[src/rtl/fifo_pkg.sv]
// Shared constants and helpers for the dedup FIFO: reset value of the
// last-accepted register, count width and circular pointer increment.
package fifo_pkg;

    localparam logic [7:0] LAST_RST_DEF = 8'hFD;

    // Count must represent 0..depth inclusive.
    function automatic int cnt_width(input int depth);
        return $clog2(depth + 1);
    endfunction

    function automatic int unsigned ptr_inc(input int unsigned p, input int unsigned depth);
        return (p >= depth - 1) ? 0 : p + 1;
    endfunction

endpackage

[src/rtl/fifo_mem.sv]
// Storage array for the FIFO: one synchronous write port and one
// combinational read port; no control logic lives here.
module fifo_mem #(
    parameter int DWIDTH = 8,
    parameter int FDEPTH = 8,
    parameter int AW     = 3
) (
    input  logic              clk,
    input  logic              we,
    input  logic [AW-1:0]     waddr,
    input  logic [DWIDTH-1:0] wdata,
    input  logic [AW-1:0]     raddr,
    output logic [DWIDTH-1:0] rdata
);

    logic [DWIDTH-1:0] r_mem [FDEPTH];

    always_ff @(posedge clk) begin
        if (we) r_mem[waddr] <= wdata;
    end

    assign rdata = r_mem[raddr];

endmodule

[src/rtl/dedup_fifo.sv]
// Circular-buffer FIFO with consecutive-duplicate suppression, threshold
// flags, occupancy count and registered event pulses.
module dedup_fifo
    import fifo_pkg::*;
#(
    parameter int                DWIDTH   = 8,
    parameter int                FDEPTH   = 8,
    parameter int                AF_LEVEL = FDEPTH - 1,
    parameter int                AE_LEVEL = 1,
    parameter bit                DEDUP_EN = 1'b1,
    parameter logic [DWIDTH-1:0] LAST_RST = DWIDTH'(LAST_RST_DEF),
    localparam int               CW       = cnt_width(FDEPTH)
) (
    input  logic              clk,
    input  logic              rst_n,
    input  logic [DWIDTH-1:0] data_i,
    input  logic              write_i,
    input  logic              force_i,
    input  logic              read_i,
    output logic [DWIDTH-1:0] data_o,
    output logic              rvalid_o,
    output logic              full_o,
    output logic              empty_o,
    output logic              almost_full_o,
    output logic              almost_empty_o,
    output logic [CW-1:0]     count_o,
    output logic              drop_o,
    output logic              overflow_o,
    output logic              underflow_o,
    output logic              drained_o
);

    localparam int AW = (FDEPTH > 1) ? $clog2(FDEPTH) : 1;

    logic [AW-1:0]     r_wptr, r_rptr;
    logic [CW-1:0]     r_count;
    logic [DWIDTH-1:0] r_last, r_data;
    logic              r_rvalid, r_drop, r_ovf, r_unf, r_drained;

    logic              w_full, w_empty, w_dup, w_rd_ok, w_wr_ok;
    logic [CW-1:0]     w_cnt_nxt;
    logic [DWIDTH-1:0] w_rdata;

    assign w_full  = (r_count == CW'(FDEPTH));
    assign w_empty = (r_count == '0);
    assign w_rd_ok = read_i & ~w_empty;
    assign w_dup   = DEDUP_EN & (data_i == r_last) & ~force_i;
    // A pop in the same cycle frees the slot being written, so full only blocks a lone write.
    assign w_wr_ok = write_i & ~w_dup & (~w_full | w_rd_ok);
    assign w_cnt_nxt = r_count + CW'(w_wr_ok) - CW'(w_rd_ok);

    fifo_mem #(
        .DWIDTH (DWIDTH),
        .FDEPTH (FDEPTH),
        .AW     (AW)
    ) u_mem (
        .clk   (clk),
        .we    (w_wr_ok),
        .waddr (r_wptr),
        .wdata (data_i),
        .raddr (r_rptr),
        .rdata (w_rdata)
    );

    always_ff @(posedge clk or negedge rst_n) begin
        if (!rst_n) begin
            r_wptr    <= '0;
            r_rptr    <= '0;
            r_count   <= '0;
            r_last    <= LAST_RST;
            r_data    <= '0;
            r_rvalid  <= 1'b0;
            r_drop    <= 1'b0;
            r_ovf     <= 1'b0;
            r_unf     <= 1'b0;
            r_drained <= 1'b0;
        end else begin
            r_count   <= w_cnt_nxt;
            r_rvalid  <= w_rd_ok;
            r_drop    <= write_i & w_dup;
            r_ovf     <= write_i & ~w_dup & w_full & ~w_rd_ok;
            r_unf     <= read_i & w_empty;
            r_drained <= ~w_empty & (w_cnt_nxt == '0);
            if (w_wr_ok) begin
                r_wptr <= AW'(ptr_inc(32'(r_wptr), FDEPTH));
                r_last <= data_i;
            end
            if (w_rd_ok) begin
                r_rptr <= AW'(ptr_inc(32'(r_rptr), FDEPTH));
                r_data <= w_rdata;
            end
        end
    end

    assign data_o         = r_data;
    assign rvalid_o       = r_rvalid;
    assign full_o         = w_full;
    assign empty_o        = w_empty;
    assign almost_full_o  = (32'(r_count) >= AF_LEVEL);
    assign almost_empty_o = (32'(r_count) <= AE_LEVEL);
    assign count_o        = r_count;
    assign drop_o         = r_drop;
    assign overflow_o     = r_ovf;
    assign underflow_o    = r_unf;
    assign drained_o      = r_drained;

endmodule

[config.mk]
export PLATFORM = sky130hd
export DESIGN_NAME = dedup_fifo
export DESIGN_NICKNAME = d
export VERILOG_FILES = /design/src/rtl/fifo_pkg.sv /design/src/rtl/fifo_mem.sv /design/src/rtl/dedup_fifo.sv
export SDC_FILE = /design/constraint.sdc
export NUM_CORES = 1
export LEC_CHECK = 0
export ABC_AREA = 1
export BUFFER_PORTS_ARGS = -buffer_cell sky130_fd_sc_hd__buf_2
export CORE_UTILIZATION = 35
export CTS_BUF_LIST = sky130_fd_sc_hd__clkbuf_2
export CTS_CLUSTER_DIAMETER = 200
export CTS_CLUSTER_SIZE = 28
export DETAILED_ROUTE_END_ITERATION = 12
export HOLD_SLACK_MARGIN = 0.1
export SLEW_MARGIN = 20
export SYNTH_ARGS = -nofsm -noshare
export SYNTH_HDL_FRONTEND = slang
export SYNTH_SLANG_ARGS = --single-unit
[constraint.sdc]
create_clock -name clk -period 2.6 [get_ports clk]
set_clock_uncertainty 0.15 [all_clocks]
set_input_delay 0.26 -clock clk [delete_from_list [all_inputs] [get_ports clk]]
set_output_delay 0.26 -clock clk [all_outputs]
set_load 0.005 [all_outputs]
==> results.json <==
{
  "status": "finished, violations left",
  "violations": "design-rule violations",
  "root_buffer": "clkbuf_2",
  "setup_ws_ps": 96.4,
  "grt_pass1_vias": 2983,
  "worst_slew_pin_slew_ps": 905,
  "setup_viol": 0,
  "portBuffers": 33,
  "layout_commonest_cell": "edfxtp_1",
  "clk_latency_ps": 550,
  "synth_edf_count": 64,
  "syn_area_per_cell_um2": 10.9,
  "dpl_worst_slack_ps": 98.7,
  "syn_to_final_growth_pct": 18.4,
  "viasPerCell": 4.87,
  "design_area_um2": 5000,
  "wl_per_cell_um": 14.9,
  "vias": 2939,
  "crit_arrival_ps": 2830,
  "period_share_pct": 96.3,
  "crit_type": "reg -> reg",
  "ys_seq_area_share_pct": 64.0,
  "max_freq_mhz": 399,
  "synth_cell_types": 34,
  "drive_gt1_share_pct": 21.9,
  "synth_top_area_share_pct": 45.5,
  "drt-initial-drc-count": 131,
  "finalMaxSlewViolations": 0,
  "clk_path_buf_depth": 2,
  "synth_warnings": 0,
  "synth_top_cell_by_area": "edfxtp_1",
  "path_clk_slew_ps": 230,
  "final_cell_mix": "64 x edfxtp_1, 62 x nor2_1, 62 x nand2_1, 36 x o21ai_0, 33 x buf_2",
  "synthTopCellsByArea": "edfxtp_1 45%, dfrtp_1 14%, nand2_1 5.6%",
  "cp_max_fo": 3,
  "ios": 34,
  "die_x_um": 112,
  "hp-class": "reg -> reg",
  "p_leak_nw": 2.11,
  "drcViolationCount": 2,
  "pwr_density_cell_nw_per_um2": 939,
  "placed_area_um2": 4630,
  "detail-route-antenna-nets": 0,
  "gp_congestion": 0.743,
  "slowest_stage": "dfstp_2",
  "gr-total-overflow": 0,
  "fill_cells": 1117,
  "cts_buffers": 9,
  "async_flop_share_pct": 32.6,
  "dr.pass1.iters": 8,
  "syn_nets": 412,
  "die_area_um2": 12500,
  "cp_slowest_stage_delay_ps": 590,
  "startpoint_type": "flop",
  "rows": 39,
  "antenna_found_initial": 0,
  "grt_max_degree": 36,
  "hold_slack_ps": 338,
  "cts_sinks": 95,
  "n_antenna_cell": 0,
  "maxCapViolCount": 0,
  "ys_ff_latch": 95,
  "rsz0062_at_grt": "yes",
  "max-vdd-ir-drop_mv": 0.352,
  "grt_pass1_wl_um": 14900,
  "wl_um": 8990,
  "period_minus_slack_ps": 2500,
  "hpwl_um": 5760,
  "htreeDepth": 3,
  "cp.required_ps": 2930,
  "report.final.hold_viol_count": 0,
  "syn_inst": 387,
  "fp.dieH_um": 112,
  "finalNetCount": 481,
  "slew_headroom_pct": 39.6,
  "cts_tree": "done",
  "core_um2": 11600,
  "grt_use_total_pct": 15.7,
  "netlist_area_um2": 4230,
  "cpMostUsedCell": "nand2_1",
  "synth_flop_cell": "edfxtp_1",
  "crit_chain": "xor2_1, nor2_1, nand3_4, nand2_1, nand2_2, nand2_1, ha_1, fa_1, xor2_1, nor3_2, nand2_1, nor2_1",
  "start_util_pct": 36.4,
  "cp-end-kind": "flop"
}
## critical path: cells and delay by family, from the launching register on
family                     cells  cell delay (ps)
and+or+nand+nor                8              750
adders and majority gates      2              600
DFF                            1              590
xor gates and xnor gates       2              350
## sequential cells by signal, indices dropped and copies added (netlist names), 3 cells and up
register	cells
r_last	8
u_mem.r_mem	64
data_o	8
r_wptr	3
count_o	4
r_rptr	3
## layer usage
layer | global-route usage [%] | wire length [um] | share of wire [%] | up-vias
met3 | 4.57 | 429 | 4.8 | 10
met4 | 6.04 | 138 | 1.5 | 0
met2 | 26.2 | 4410 | 49 | 69
li1 | - | - | - | 1457
met1 | 19.0 | 4020 | 45 | 1403
met5 | 0 | 0 | 0 | -
## area by class of cell
class / instances / area (um^2) / area share [%]
Clock buffer: 11 / 55.1 / 1.10
Clock inverter: 5 / 82.6 / 1.65
Inverter: 30 / 113 / 2.25
Multi-Input combinational cell: 243 / 1320 / 26.3
Sequential cell: 95 / 2710 / 54.1
Tap cell: 143 / 179 / 3.58
Timing Repair Buffer: 77 / 551 / 11.0
## Yosys cell counts (all sizes together), types with 5 or more instances
master / number
buf: 14
clkbuf: 5
dfrtp: 24
dfstp: 7
edfxtp: 64
ha: 11
inv: 29
nand2: 69
nand3: 12
nand4: 12
nor2: 68
o211ai: 16
o21ai: 42
## through the flow
| stage | power, mW | TNS [ps] | cells | util, % |
|---|---|---|---|---|
| final | 4.70 | 0 | 604 | 43.1 |
| after floorplan | 3.31 | 0 | 387 | - |
| after detailed placement | 3.88 | 0 | 566 | 39.9 |
| after global routing | 5.09 | -57.5 | 604 | 43.1 |
| after CTS | 4.72 | 0 | 603 | 42.8 |
| after global placement | 3.82 | 0 | 566 | 39.9 |
## kinds of logic (layout without fill, tap and decap cells)
group | Yosys count | after routing | share of synthesized area [%]
AO/OA/AOI/OAI | 63 | 63 | 8.59
flip-flops | 95 | 95 | 64.0
buffers and inverters | 49 | 123 | 5.21
XOR/XNOR | 4 | 4 | 0.829
AND/OR/NAND/NOR | 164 | 164 | 17.6
adder cells (fa/ha/maj) | 12 | 12 | 3.73
## path summary, 6_finish.rpt
kind                            from         end  slack (ps)  cells after the start
min reg2reg                r_last[4]   r_last[4]         340                      2
max in group asynchronous      rst_n  count_o[0]         520                      4
min                        r_last[4]   r_last[4]         340                      2
max                        r_last[2]   drained_o         100                     12
min in group asynchronous      rst_n   data_o[1]         520                      3
max reg2reg                r_last[2]   drained_o         100                     12
## power by group
part,switching (mW),internal (mW)
clock,0.476,0.330
sequential,0.220,1.94
combinational,1.03,0.703
total,1.73,2.97
## what timing repair did
action,in CTS,in global routing
setup buffers,0,1
setup endpoints to repair,0,19
hold buffers,21,0
hold endpoints to repair,122,0
resized for setup,0,7
Note: power is estimated with default switching activity, not from simulation.
